<file path="src/rtl/func_hdl_pkg.sv">
// Shared constants and the element add for the func_hdl_top_add2 kernel.
// Optional build macro FUNC_HDL_SAT_EN selects an unsigned saturating add.
package func_hdl_pkg;

    localparam int C_DATA_WIDTH   = 32;
    localparam int C_NUM_CHANNELS = 2;
    localparam int C_OFIFO_DEPTH  = 3;
    localparam int C_LATENCY      = 2;
    localparam int VIN0           = 0;
    localparam int VIN1           = 1;
    localparam int C_CNT_W        = $clog2(C_OFIFO_DEPTH + 1);

    typedef logic [C_DATA_WIDTH-1:0] data_t;

    function automatic data_t add2(input data_t a, input data_t b);
        logic [C_DATA_WIDTH:0] full;
        full = {1'b0, a} + {1'b0, b};
`ifdef FUNC_HDL_SAT_EN
        add2 = full[C_DATA_WIDTH] ? {C_DATA_WIDTH{1'b1}} : full[C_DATA_WIDTH-1:0];
`else
        add2 = full[C_DATA_WIDTH-1:0];
`endif
    endfunction

endpackage

</file>
<file path="src/rtl/func_hdl_top_add2_fifo.sv">
// axis_out_fifo: small shift-style FIFO whose head entry is a register driving the output.
module axis_out_fifo
    import func_hdl_pkg::*;
#(
    parameter int DEPTH = C_OFIFO_DEPTH,
    parameter int W     = C_DATA_WIDTH,
    parameter int CW    = $clog2(DEPTH + 1)
) (
    input  logic          clk_i,
    input  logic          rst_n_i,
    input  logic          push_i,
    input  logic [W-1:0]  push_data_i,
    input  logic          pop_i,
    output logic [CW-1:0] count_o,
    output logic [W-1:0]  head_o
);

    logic [W-1:0]  mem_q   [DEPTH];
    logic [W-1:0]  mem_d   [DEPTH];
    logic [W-1:0]  shift_s [DEPTH];
    logic [CW-1:0] count_q;
    logic [CW-1:0] count_d;
    logic [CW-1:0] wr_idx_s;

    // Next-state storage: entry 0 is always the head; a pop shifts everything down by one.
    always_comb begin
        for (int i = 0; i < DEPTH - 1; i++) begin
            shift_s[i] = pop_i ? mem_q[i+1] : mem_q[i];
        end
        shift_s[DEPTH-1] = pop_i ? {W{1'b0}} : mem_q[DEPTH-1];
        wr_idx_s = pop_i ? (count_q - {{(CW-1){1'b0}}, 1'b1}) : count_q;
        for (int i = 0; i < DEPTH; i++) begin
            mem_d[i] = (push_i && (wr_idx_s == CW'(i))) ? push_data_i : shift_s[i];
        end
        case ({push_i, pop_i})
            2'b10:   count_d = count_q + {{(CW-1){1'b0}}, 1'b1};
            2'b01:   count_d = count_q - {{(CW-1){1'b0}}, 1'b1};
            default: count_d = count_q;
        endcase
    end

    // Storage and occupancy registers with synchronous active-low reset.
    always_ff @(posedge clk_i) begin
        if (!rst_n_i) begin
            count_q <= {CW{1'b0}};
            for (int i = 0; i < DEPTH; i++) begin
                mem_q[i] <= {W{1'b0}};
            end
        end else begin
            count_q <= count_d;
            for (int i = 0; i < DEPTH; i++) begin
                mem_q[i] <= mem_d[i];
            end
        end
    end

    assign count_o = count_q;
    assign head_o  = mem_q[0];

endmodule

</file>
<file path="src/rtl/func_hdl_top_add2.sv">
// Two-channel stream join feeding a registered adder and an output skid FIFO.
// Build option FUNC_HDL_SAT_EN (see func_hdl_pkg) makes the add saturate.
module func_hdl_top_add2
    import func_hdl_pkg::*;
(
    input  logic                                   aclk,
    input  logic                                   areset_n,
    input  logic [C_NUM_CHANNELS-1:0]              s_tvalid,
    input  logic [C_DATA_WIDTH*C_NUM_CHANNELS-1:0] s_tdata,
    output logic [C_NUM_CHANNELS-1:0]              s_tready,
    output logic                                   m_tvalid,
    output logic [C_DATA_WIDTH-1:0]                m_tdata,
    input  logic                                   m_tready
);

    logic                    v1_q;
    logic                    v1_d;
    data_t                   sum1_q;
    data_t                   sum1_d;
    data_t                   vin0_s;
    data_t                   vin1_s;
    logic [C_CNT_W-1:0]      fifo_count_s;
    data_t                   fifo_head_s;
    logic [C_CNT_W:0]        occ_s;
    logic                    space_s;
    logic                    all_valid_s;
    logic                    fire_s;
    logic                    pop_s;

    assign vin0_s = s_tdata[VIN0*C_DATA_WIDTH +: C_DATA_WIDTH];
    assign vin1_s = s_tdata[VIN1*C_DATA_WIDTH +: C_DATA_WIDTH];

    // Room is judged from registered occupancy only, so m_tready never reaches s_tready.
    assign occ_s       = {1'b0, fifo_count_s} + {{C_CNT_W{1'b0}}, v1_q};
    assign space_s     = (occ_s <= (C_CNT_W + 1)'(C_OFIFO_DEPTH - 1));
    assign all_valid_s = &s_tvalid;
    assign fire_s      = space_s & all_valid_s & areset_n;
    assign s_tready    = {C_NUM_CHANNELS{fire_s}};

    assign m_tvalid = (fifo_count_s != {C_CNT_W{1'b0}});
    assign m_tdata  = fifo_head_s;
    assign pop_s    = m_tvalid & m_tready;

    // Stage-1 next state: load on a joined handshake, otherwise drain into the FIFO.
    always_comb begin
        v1_d   = v1_q;
        sum1_d = sum1_q;
        if (fire_s) begin
            sum1_d = add2(vin0_s, vin1_s);
            v1_d   = 1'b1;
        end else if (v1_q) begin
            v1_d = 1'b0;
        end else begin
            v1_d = v1_q;
        end
    end

    // Stage-1 compute register with synchronous active-low reset.
    always_ff @(posedge aclk) begin
        if (!areset_n) begin
            v1_q   <= 1'b0;
            sum1_q <= {C_DATA_WIDTH{1'b0}};
        end else begin
            v1_q   <= v1_d;
            sum1_q <= sum1_d;
        end
    end

    axis_out_fifo #(
        .DEPTH (C_OFIFO_DEPTH),
        .W     (C_DATA_WIDTH),
        .CW    (C_CNT_W)
    ) u_ofifo (
        .clk_i       (aclk),
        .rst_n_i     (areset_n),
        .push_i      (v1_q),
        .push_data_i (sum1_q),
        .pop_i       (pop_s),
        .count_o     (fifo_count_s),
        .head_o      (fifo_head_s)
    );

endmodule

</file>
<file path="config.mk">
export PLATFORM = sky130hd
export DESIGN_NAME = func_hdl_top_add2
export DESIGN_NICKNAME = d
export VERILOG_FILES = /design/src/rtl/func_hdl_pkg.sv /design/src/rtl/func_hdl_top_add2_fifo.sv /design/src/rtl/func_hdl_top_add2.sv
export SDC_FILE = /design/constraint.sdc
export NUM_CORES = 1
export LEC_CHECK = 0
export CORE_MARGIN = 3
export CORE_UTILIZATION = 35
export DETAILED_ROUTE_END_ITERATION = 8
export SLEW_MARGIN = 20
export SYNTH_ARGS = -nofsm -noshare
export SYNTH_HDL_FRONTEND = slang
export SYNTH_HIERARCHICAL = 1
export SYNTH_SLANG_ARGS = --single-unit
</file>
<file path="constraint.sdc">
create_clock -name aclk -period 7.14 [get_ports aclk]
set_clock_uncertainty 0.2 [all_clocks]
set_input_delay 2.142 -clock aclk [delete_from_list [all_inputs] [get_ports aclk]]
set_output_delay 2.142 -clock aclk [all_outputs]
set_load 0.1 [all_outputs]
</file>
---- Yosys cells after proc, flatten, opt, wreduce, memory -nomap -nowiden ----
Memories as Yosys holds them, arrays and structs flattened.
Cells that the tools add are included.
storage, ports and cells
  bits in registers ....................... 35
  RAM bits ................................ 96
  bits of input ports ..................... 69
  output and inout port bits .............. 35
  word-level logic and storage cells ...... 40
  memories ................................ 1
operators by class
  add/subtract/negate cells ............... 4
  order comparisons ....................... 1
  equality and inequality tests ........... 4
  muxes and demuxes ....................... 14
  bitwise gates (word level) .............. 6
  reductions and logical operators ........ 7
memory list
  name           depth  width  read ports  clocked after memory_dff  write ports  RTL line                      source
  u_ofifo.mem_q  3      32     3           0                         3            func_hdl_top_add2_fifo.sv:18  logic [W-1:0] mem_q [DEPTH];
operators with widths
  kind                                                            number
  2-to-1 mux 32 bit                                               9
  adder 32 bit                                                    1
  equality test 2 x 1 -> 1 bit, second input constant             2
  equality test 2 bit, second input constant                      2
  case mux 2 bit (2 select lines)                                 1
  nonzero test 2 bit                                              2
  adder 2 x 1 -> 3 bit                                            1
  AND 1 bit                                                       3
  less-or-equal comparator 3 x 2 -> 1 bit, second input constant  1
  logical AND 1 bit                                               3
  2-to-1 mux 1 bit                                                3
  bitwise OR 1 bit                                                3
  adder 2 x 1 -> 2 bit, second input constant                     1
  zero test 2 bit                                                 1
  2-to-1 mux 2 bit                                                1
  AND reduction 2 bit                                             1
  subtractor 2 x 1 -> 2 bit, second input constant                1

---- Logic depth before layout (Yosys ltp) ----
  depth in word-level cells ............... 7
  mapped depth ............................ 11
  gate-level depth less buffers ........... 10

---- Modules after synthesis ----
The synthesis kept the hierarchy.
by module, submodules not included
  module             instances  cells an instance  area each (sq um)  seq. area each (sq um)
  axis_out_fifo      1          474                4775.8             1961.9
  func_hdl_top_add2  1          394                2990.4             660.6

---- Least setup slack after synthesis ----
Ideal clock, no wire load.
  path type ............................... input to output
  from .................................... in areset_n
  to ...................................... out s_tready[0]
  arrival ................................. 3.196 ns
  data required time ...................... 4.798 ns
  setup slack ............................. 1.602 ns
  stages .................................. 4
  path buffers ............................ 2
  cells stage by stage .................... o2111ai_1 inv_1 clkbuf_1 buf_4
on the way
  longest elaborated chain between the ends .. 1
ends and longest elaborated chain
  item             RTL line                 source
  start, declared  func_hdl_top_add2.sv:7   input logic areset_n,
  AND 1 bit        func_hdl_top_add2.sv:37  assign fire_s = space_s & all_valid_s & areset_n;
  end, declared    func_hdl_top_add2.sv:10  output logic [C_NUM_CHANNELS-1:0] s_tready,
No other way between the ends.

---- Worst setup path in the final report ----
  from .................................... in s_tvalid[0]
  to ...................................... out s_tready[1]
on the way
  longest elaborated chain between the ends .. 3
ends and longest elaborated chain
  item                     RTL line                 source
  start, declared          func_hdl_top_add2.sv:8   input logic [C_NUM_CHANNELS-1:0] s_tvalid,
  AND reduction 2 bit      func_hdl_top_add2.sv:36  assign all_valid_s = &s_tvalid;
  AND 1 bit (2 in series)  func_hdl_top_add2.sv:37
No other way between the ends.

==> flow_summary_export.csv <==
group,metric,value,unit
clock_tree,worstSkewPairLatency,0.40,ns
pwr,p_leak,3.80,nW
logic_synthesis,netlist_area,7770,sq um
sta,fmax,175,MHz
floorplan,coreArea,21400,sq um
grt,overflow,0,
drt,vias,6184,
critical_path,cp.arrival,3.37,ns
run,cap_violations,0,
critical_path,cp_data_required_time,4.80,ns
finish,final_nets,1008,
logic_synthesis,synthCells,868,
sta,tns,0,ns
logic_synthesis,yosysWarnings,6,
logic_synthesis,ys.flop_type,"dfxtp_1",
logic_synthesis,synth_seq_cells,131,
grt,grt_max_degree,84,
sta,grt_setup_unrepaired,"false",
min_path,hold_class,"register to register",
placed_design,placedCellCount,1159,
logic_synthesis,yosysUniqueCellTypes,68,
sta,max-slew-margin-rel,29.6,%
critical_path,end_kind,"output pin",
clock_tree,cts_buffers,17,
clock_tree,clkSinkCount,131,
pwr,vdd_ir_drop_max,0.000135,V
drt,drc,0,
logic_synthesis,syn_nets,973,
logic_synthesis,yosysSeqAreaShare,33.8,%
finish,n_antenna_cell,0,
grt,antenna_found_initial,0,
critical_path,start_kind,"input pin",
grt,grt_usage,15.6,%
sta,setup_viol,0,
finish,fillers,2123,
drt,drt_iter0_drc,351,
finish,final_common_cell,"dfxtp_1",
clock_tree,clk_path_buf_depth,2,
sta,slew_violations,0,
sta,fin_crit_sh,80.0,%
clock_tree,clk_pin_slew,0.06,ns
drt,viasPerCell,5.19,
logic_synthesis,async_reset_ff_share,0,%
floorplan,chipWidth,155,microns
drt,wire_per_inst,15.9,microns
clock_tree,cts_htree_levels,4,
pwr,power_density,222,nW/um^2
floorplan,ios,104,
placed_design,port_buffers,103,
drt,wirelength,18900,microns
placed_design,gp_congestion,0.832,
logic_synthesis,avgSynthCellArea,8.95,sq um
critical_path,crit_fanout,24,
clock_tree,cts_tree,"yes",
floorplan,start_util,36.3,%
finish,layout_common_cells,"dfxtp_1 (131), nand2_1 (114), clkdlybuf4s50_1 (100)",
floorplan,placementRows,53,
finish,drive_above_1_share,13.6,%
logic_synthesis,synth_edf_count,0,
floorplan,die_h,155,microns
finish,area_delta_synth_final,19.1,%
grt,grt_pass1_wl,30900,microns
critical_path,critPathKind,"input pin to output pin",
finish,fin_cells,1191,
outcome,status,"completed",
sta,finalHoldViolCount,0,
clock_tree,cts_resized,0,
floorplan,die_area,24000,sq um
clock_tree,cts_setup_buffers,0,
placed_design,dpl.hpwl,13200,microns
grt,grt_pass1_vias,6021,
sta,worst_pin_slew,1.05,ns
drt,drt-pass1-iter-count,5,
drt,ant_nets,0,
clock_tree,cts_hold_buf,0,
clock_tree,root_buffer,"clkbuf_16",
sta,min_period,5.71,ns
==> critical path: stages <==
cell	delay (ns)
clkdlybuf4s50_1	0.50
o2111ai_4	0.13
inv_1	0.08
buf_4	0.29
buf_12	0.22
==> final timing paths <==
check,depth (start not counted),slack (ns),from,to
setup reg to reg,6,4.22,u_ofifo/count_o[1]$_SDFFE_PN0P_,u_ofifo/count_o[1]$_SDFFE_PN0P_
hold / removal,2,0.25,sum1_q[8]$_SDFFE_PN0P_,sum1_q[8]$_SDFFE_PN0P_
hold reg to reg,2,0.25,sum1_q[8]$_SDFFE_PN0P_,sum1_q[8]$_SDFFE_PN0P_
setup / recovery,5,1.43,s_tvalid[0],s_tready[1]
==> state kept, by name, summed over array words and instances, names as in the netlist <==
name / count
u_ofifo/mem_q: 96
u_ofifo/count_o: 2
v1_q: 1
sum1_q: 32
==> layout make-up <==
class | count | area, sq um | share of cell area [%]
Inverter | 10 | 37.5 | 0.406
Clock buffer | 24 | 512 | 5.53
Timing Repair Buffer | 110 | 1100 | 11.9
Multi-Input combinational cell | 633 | 4560 | 49.3
Sequential cell | 131 | 2620 | 28.3
Clock inverter | 8 | 73.8 | 0.798
Tap cell | 275 | 344 | 3.72
==> routing by layer <==
metal / GRT usage, % / vias up / wire length [microns]
li1: - / 3184 / -
met1: 23.2 / 2830 / 9710
met2: 23.4 / 159 / 8160
met3: 2.73 / 11 / 882
met4: 3.53 / 0 / 145
met5: 0 / - / 0
==> where the power goes <==
part           switching, mW  leakage [nW]  internal, mW
Sequential            0.0200          1.06         0.753
Clock                  0.312         0.288         0.533
Combinational          0.258          2.45         0.179
Total                  0.589          3.80          1.46
==> stage by stage <==
stage / setup slack (ns) / total power, mW / instance area, sq um / util, % / hold WS [ns]
after CTS: 1.41 / 2.07 / 9250 / 43.2 / 0.253
after detailed placement: 1.41 / 1.22 / 8670 / 40.5 / 0.245
after floorplan: 1.60 / 1.11 / 7770 / - / 0.232
after global routing: 1.35 / 2.14 / 9250 / 43.2 / 0.267
after global placement: 1.40 / 1.22 / 8670 / 40.5 / 0.241
final: 1.43 / 2.05 / 9250 / 43.2 / 0.254
==> synthesized netlist by cell type (3+ instances only) <==
cell,n,share of area [%]
dfxtp_1,131,34
nand2_1,114,5.5
mux2_2,64,9.3
mux2i_1,64,8.2
a21oi_1,45,2.9
o21ai_1,44,2.8
nand4_1,39,3.1
buf_4,38,3.7
ha_1,35,5.6
nand3b_1,32,3.1
clkbuf_1,27,1.3
nor2_1,23,1.1
nand3_1,21,1.4
o21ai_0,21,1.4
buf_2,20,1.3
xor2_1,13,1.5
a21o_1,12,1.2
a31oi_1,10,0.81
inv_1,10,0.48
xnor2_1,10,1.1
buf_6,6,0.87
o21bai_1,6,0.58
and3_1,5,0.40
nor3_1,5,0.32
or3_1,5,0.40
a211oi_1,4,0.39
nand2b_1,4,0.32
and2_1,3,0.24
buf_1,3,0.14
nor2b_1,3,0.24
or4_1,3,0.29
==> cells by family (layout without fill, tap and decap cells) <==
family                     Yosys count  after routing  synth area share (%)
AOI/OAI and AO/OA                  177            177                  14.4
xor gates and xnor gates            23             23                  2.59
adders and majority gates           36             36                  5.90
buffers and inverters              104            152                  7.77
DFF                                131            131                  33.8
muxes                              128            128                  17.5
and+or+nand+nor                    269            269                  18.0
No activity file was read; power rests on OpenSTA's default activity.
